File: src/rtl/read_engine.sv
// read_engine: fetches LEN words from a valid/ready source into a circular
// FIFO while read_data is held. It then reports completion, or a watchdog
// fault, as a one-cycle pulse and waits in HOLD until read_data drops.
module read_engine #(
  parameter int DATA_W  = 8,
  parameter int LEN     = 4,
  parameter int DEPTH   = 8,
  parameter int TIMEOUT = 255
) (
  input  logic                     clk,
  input  logic                     reset,
  input  logic                     read_data,
  input  logic                     in_valid,
  input  logic [DATA_W-1:0]        in_data,
  output logic                     in_ready,
  output logic                     out_valid,
  output logic [DATA_W-1:0]        out_data,
  input  logic                     out_ready,
  output logic                     data_read_complete,
  output logic                     error,
  output logic                     busy,
  output logic [$clog2(DEPTH):0]   fifo_level
);

  localparam int CW = $clog2(LEN + 1);
  localparam int WW = $clog2(TIMEOUT + 1);
  localparam int PW = $clog2(DEPTH);
  localparam int LW = PW + 1;

  typedef enum logic [2:0] {IDLE, FETCH, DONE, FAULT, HOLD} state_t;

  state_t            state, state_nxt;
  logic [CW-1:0]     wcnt;
  logic [WW-1:0]     wdog;
  logic [PW-1:0]     wptr, rptr;
  logic [LW-1:0]     level;
  logic [DATA_W-1:0] mem [DEPTH];

  logic full, empty, accept, pop, last, expire;

  // full is taken from the registered level, so a same-cycle pop never
  // opens in_ready; the source only sees room that already exists.
  assign full     = (level == LW'(DEPTH));
  assign empty    = (level == '0);
  assign in_ready = (state == FETCH) && !full;
  assign accept   = in_valid && in_ready;
  assign pop      = out_ready && !empty;
  assign last     = accept && (wcnt == CW'(LEN - 1));
  // An accept in the expiry cycle restarts the watchdog rather than faulting.
  assign expire   = !accept && (wdog == WW'(TIMEOUT - 1));

  // Next-state logic; dropping read_data during FETCH takes priority.
  always_comb begin
    state_nxt = state;
    case (state)
      IDLE:    if (read_data) state_nxt = FETCH;
      FETCH: begin
        if (!read_data)  state_nxt = IDLE;
        else if (last)   state_nxt = DONE;
        else if (expire) state_nxt = FAULT;
      end
      DONE:    state_nxt = HOLD;
      FAULT:   state_nxt = HOLD;
      HOLD:    if (!read_data) state_nxt = IDLE;
      default: state_nxt = IDLE;
    endcase
  end

  // State register.
  always_ff @(posedge clk or negedge reset) begin
    if (!reset) state <= IDLE;
    else        state <= state_nxt;
  end

  // Word counter and watchdog; both sit at zero outside FETCH so every start is fresh.
  always_ff @(posedge clk or negedge reset) begin
    if (!reset) begin
      wcnt <= '0;
      wdog <= '0;
    end else if (state != FETCH) begin
      wcnt <= '0;
      wdog <= '0;
    end else if (accept) begin
      wcnt <= wcnt + CW'(1);
      wdog <= '0;
    end else begin
      wdog <= wdog + WW'(1);
    end
  end

  // FIFO pointers and occupancy; only reset flushes the FIFO.
  always_ff @(posedge clk or negedge reset) begin
    if (!reset) begin
      wptr  <= '0;
      rptr  <= '0;
      level <= '0;
    end else begin
      if (accept) wptr <= wptr + PW'(1);
      if (pop)    rptr <= rptr + PW'(1);
      case ({accept, pop})
        2'b10:   level <= level + LW'(1);
        2'b01:   level <= level - LW'(1);
        default: level <= level;
      endcase
    end
  end

  // FIFO storage; contents need no reset because out_data is masked when empty.
  always_ff @(posedge clk) begin
    if (accept) mem[wptr] <= in_data;
  end

  assign out_valid          = !empty;
  assign out_data           = empty ? '0 : mem[rptr];
  assign fifo_level         = level;
  assign data_read_complete = (state == DONE);
  assign error              = (state == FAULT);
  assign busy               = (state == FETCH);

endmodule

File: config.mk
export PLATFORM = sky130hd
export DESIGN_NAME = read_engine
export DESIGN_NICKNAME = d
export VERILOG_FILES = /design/src/rtl/read_engine.sv
export SDC_FILE = /design/constraint.sdc
export NUM_CORES = 1
export LEC_CHECK = 0
export BUFFER_PORTS_ARGS = -buffer_cell sky130_fd_sc_hd__buf_2
export CORE_MARGIN = 1.5
export CORE_UTILIZATION = 55
export DETAILED_ROUTE_END_ITERATION = 10
export PLACE_DENSITY = 0.81
export SYNTH_ARGS = -nofsm -noshare
export SYNTH_HDL_FRONTEND = slang
export SYNTH_SLANG_ARGS = --single-unit
File: constraint.sdc
create_clock -name clk -period 8 [get_ports clk]
set_clock_uncertainty 0.15 [all_clocks]
set_input_delay 1.6 -clock clk [delete_from_list [all_inputs] [get_ports clk]]
set_output_delay 1.6 -clock clk [all_outputs]
set_load 0.02 [all_outputs]
==> impl_metrics.env <==
export IMPL_die_y_um=85.4
export IMPL_hold_start="state[2]$_DFFE_PN0P_"
export IMPL_wl_per_cell_um=18.2
export IMPL_io_pin_count=30
export IMPL_async_flop_share_pct=27.3
export IMPL_cts_setup_buffers=0
export IMPL_final_cell_area_um2=4100
export IMPL_area_growth_pct=9.80
export IMPL_layout_nets=284
export IMPL_layout_drive_gt1_share_pct=26.2
export IMPL_grt_pass1_vias=1904
export IMPL_rsz0062_at_grt="no"
export IMPL_yosys_warnings=0
export IMPL_cts_made_buffers=9
export IMPL_synth_top_area_share_pct=51.5
export IMPL_synth_edff_count=64
export IMPL_row_count=29
export IMPL_setup_viol=0
export IMPL_cp_data_arrival_time_ns=2.41
export IMPL_routed_wl_mm=6.26
export IMPL_cts_root_buf="clkbuf_8"
export IMPL_antenna_found_initial=0
export IMPL_ys_seq_elements=88
export IMPL_yosysTopAreaCell="edfxtp_1"
export IMPL_track_usage_pct=19.0
export IMPL_whs_ns=0.334
export IMPL_period_share_pct=52.0
export IMPL_tightest_slew_ns=1.05
export IMPL_final_common_cell="edfxtp_1"
export IMPL_grt_ovfl_total=0
export IMPL_grt_max_degree=25
export IMPL_grt_first_pass_wirelength_mm=10.1
export IMPL_grt_busiest_layer="met2"
export IMPL_rr_startpoint="fifo_level[1]$_DFFE_PN0P_"
export IMPL_grt_use_met2_pct=29.4
export IMPL_cts_tree="done"
export IMPL_avgViaCountPerCell=5.71
export IMPL_hold_viol=0
export IMPL_clock_sinks=88
export IMPL_dp_hpwl_mm=4.03
export IMPL_cpPeakStageDelay_ns=1.04
export IMPL_drt_pass1_iter_count=4
export IMPL_setup_ws_ns=3.84
export IMPL_die_x_um=85.4
export IMPL_ys_types=38
export IMPL_crit_start="rptr[0]$_DFFE_PN0P_"
export IMPL_dpl_cell_area_um2=3930
export IMPL_gr_usage_met3_pct=3.40
export IMPL_crit_type="reg2out"
export IMPL_netlist_instances=230
export IMPL_hold_path_class="reg2reg"
export IMPL_port_buffer_count=29
export IMPL_clk_latency_ns=0.34
export IMPL_syn_nets=252
export IMPL_htreeDepth=3
export IMPL_crit_path_cell_trace="mux4_2, mux2i_1, nor2_1, buf_2"
export IMPL_vias=1963
export IMPL_p_per_area_nw_per_um2=318
export IMPL_end_kind="output pin"
export IMPL_leakagePower_nw=1.50
export IMPL_seq_area_frac_synth_pct=67.6
export IMPL_antenna_cells=0
export IMPL_synth_flop_cell="edfxtp_1"
export IMPL_max_vdd_ir_drop_v=0.000151
export IMPL_crit_required_ns=6.25
export IMPL_antenna_left=0
export IMPL_first_iter_violations=129
export IMPL_syn_area_per_cell_um2=16.2
export IMPL_clk_pin_slew_worst_paths_ns=0.08
export IMPL_fillers=450
export IMPL_final_cell_mix="edfxtp_1 (64), nor2_1 (30), buf_2 (29)"
export IMPL_finalSetupTns_ns=0
export IMPL_dieArea_um2=7280
export IMPL_cp_max_fo=18
export IMPL_status="finished clean"
export IMPL_cts_resized=0
export IMPL_min_period_ns=4.16
export IMPL_synth_area_um2=3730
export IMPL_yosys_top_cells_area="edfxtp_1 (52%), dfrtp_1 (16%), mux4_2 (9.7%), ha_1 (3.0%), nor2_1 (3.0%)"
export IMPL_route_detailed_drc=0
export IMPL_crit_slowest_cell="dfrtp_1"
export IMPL_grt_util_met1_pct=27.0
export IMPL_relSlewSlack_pct=29.9
export IMPL_drv_slew=0
export IMPL_dp_slack_ns=4.14
export IMPL_critPathLaunchType="register"
export IMPL_clock_fmax_mhz=240
export IMPL_gp_congestion=0.750
export IMPL_cts_hold_buf=0
export IMPL_clk_path_buf_depth=2
export IMPL_initial_core_util_pct=57.7
export IMPL_core_area_um2=6460
export IMPL_drv_cap=0
==> metal layers <==
metal | routed length (um) | vias up
met4 | 80 | 0
met2 | 3070 | 53
li1 | - | 919
met1 | 2840 | 983
met3 | 265 | 8
met5 | 0 | -
==> stage by stage <==
step / power [mW] / util [%] / cells
final: 1.30 / 63.4 / 344
after global routing: 1.37 / 63.4 / 344
after CTS: 1.31 / 63.4 / 344
after detailed placement: 1.06 / 60.9 / 328
after global placement: 1.05 / 60.9 / 328
after floorplan: 0.952 / - / 230
==> final timing paths <==
kind                                             end  slack [ns]  cells after the start
max reg2reg                fifo_level[3]$_DFFE_PN0P_        5.13                      8
min in group asynchronous          wdog[1]$_DFF_PN0_        1.08                      1
min reg2reg                     state[0]$_DFFE_PN0P_        0.33                      1
max in group asynchronous        rptr[0]$_DFFE_PN0P_        6.24                      1
min                             state[0]$_DFFE_PN0P_        0.33                      1
max                                      out_data[3]        3.84                      4
==> cells by family after synthesis <==
group                      synth area share, %
AOI/OAI and AO/OA                         1.21
xor gates and xnor gates                  3.76
adders and majority gates                 3.02
buffers and inverters                     1.91
DFF                                       67.6
muxes                                     12.8
and+or+nand+nor                           9.66
==> report_power, final <==
group / leakage (nW) / switching, mW / internal [mW]
Clock: 0.0820 / 0.149 / 0.111
Sequential: 0.885 / 0.106 / 0.547
Combinational: 0.536 / 0.191 / 0.199
==> synth_stat cells, types with 2 or more instances <==
cell type,count
edfxtp_1,64
nor2_1,30
dfrtp_1,24
mux4_2,16
nand2_1,12
xnor2_1,10
ha_1,9
mux2i_1,8
nand3_1,6
xor2_1,6
inv_1,4
nand2b_1,4
a21oi_1,3
buf_2,3
clkbuf_1,3
nor3_1,3
buf_6,2
nand3b_1,2
or3_1,2
==> sequential cells by signal (all words and copies together) (netlist names) <==
name and flops:
state 3, wcnt 3, mem 64, rptr 3
wptr 3, fifo_level 4, wdog 8
==> worst max-delay path: cells and delay by family (launching register included) <==
kind	cells	cell delay, ns
DFF	1	1.04
and+or+nand+nor	1	0.06
buffers and inverters	1	0.19
muxes	2	0.77
==> cell type report <==
cell class	count	area, um2	area share, %
inverter	5	18.8	0.458
sequential	88	2520	61.6
clock buffer	10	128	3.12
multi-input combinational	128	1140	27.9
tap	77	96.3	2.35
clock inverter	6	36.3	0.886
timing repair buffer	30	153	3.73
Note: power is estimated with default switching activity, not from simulation.
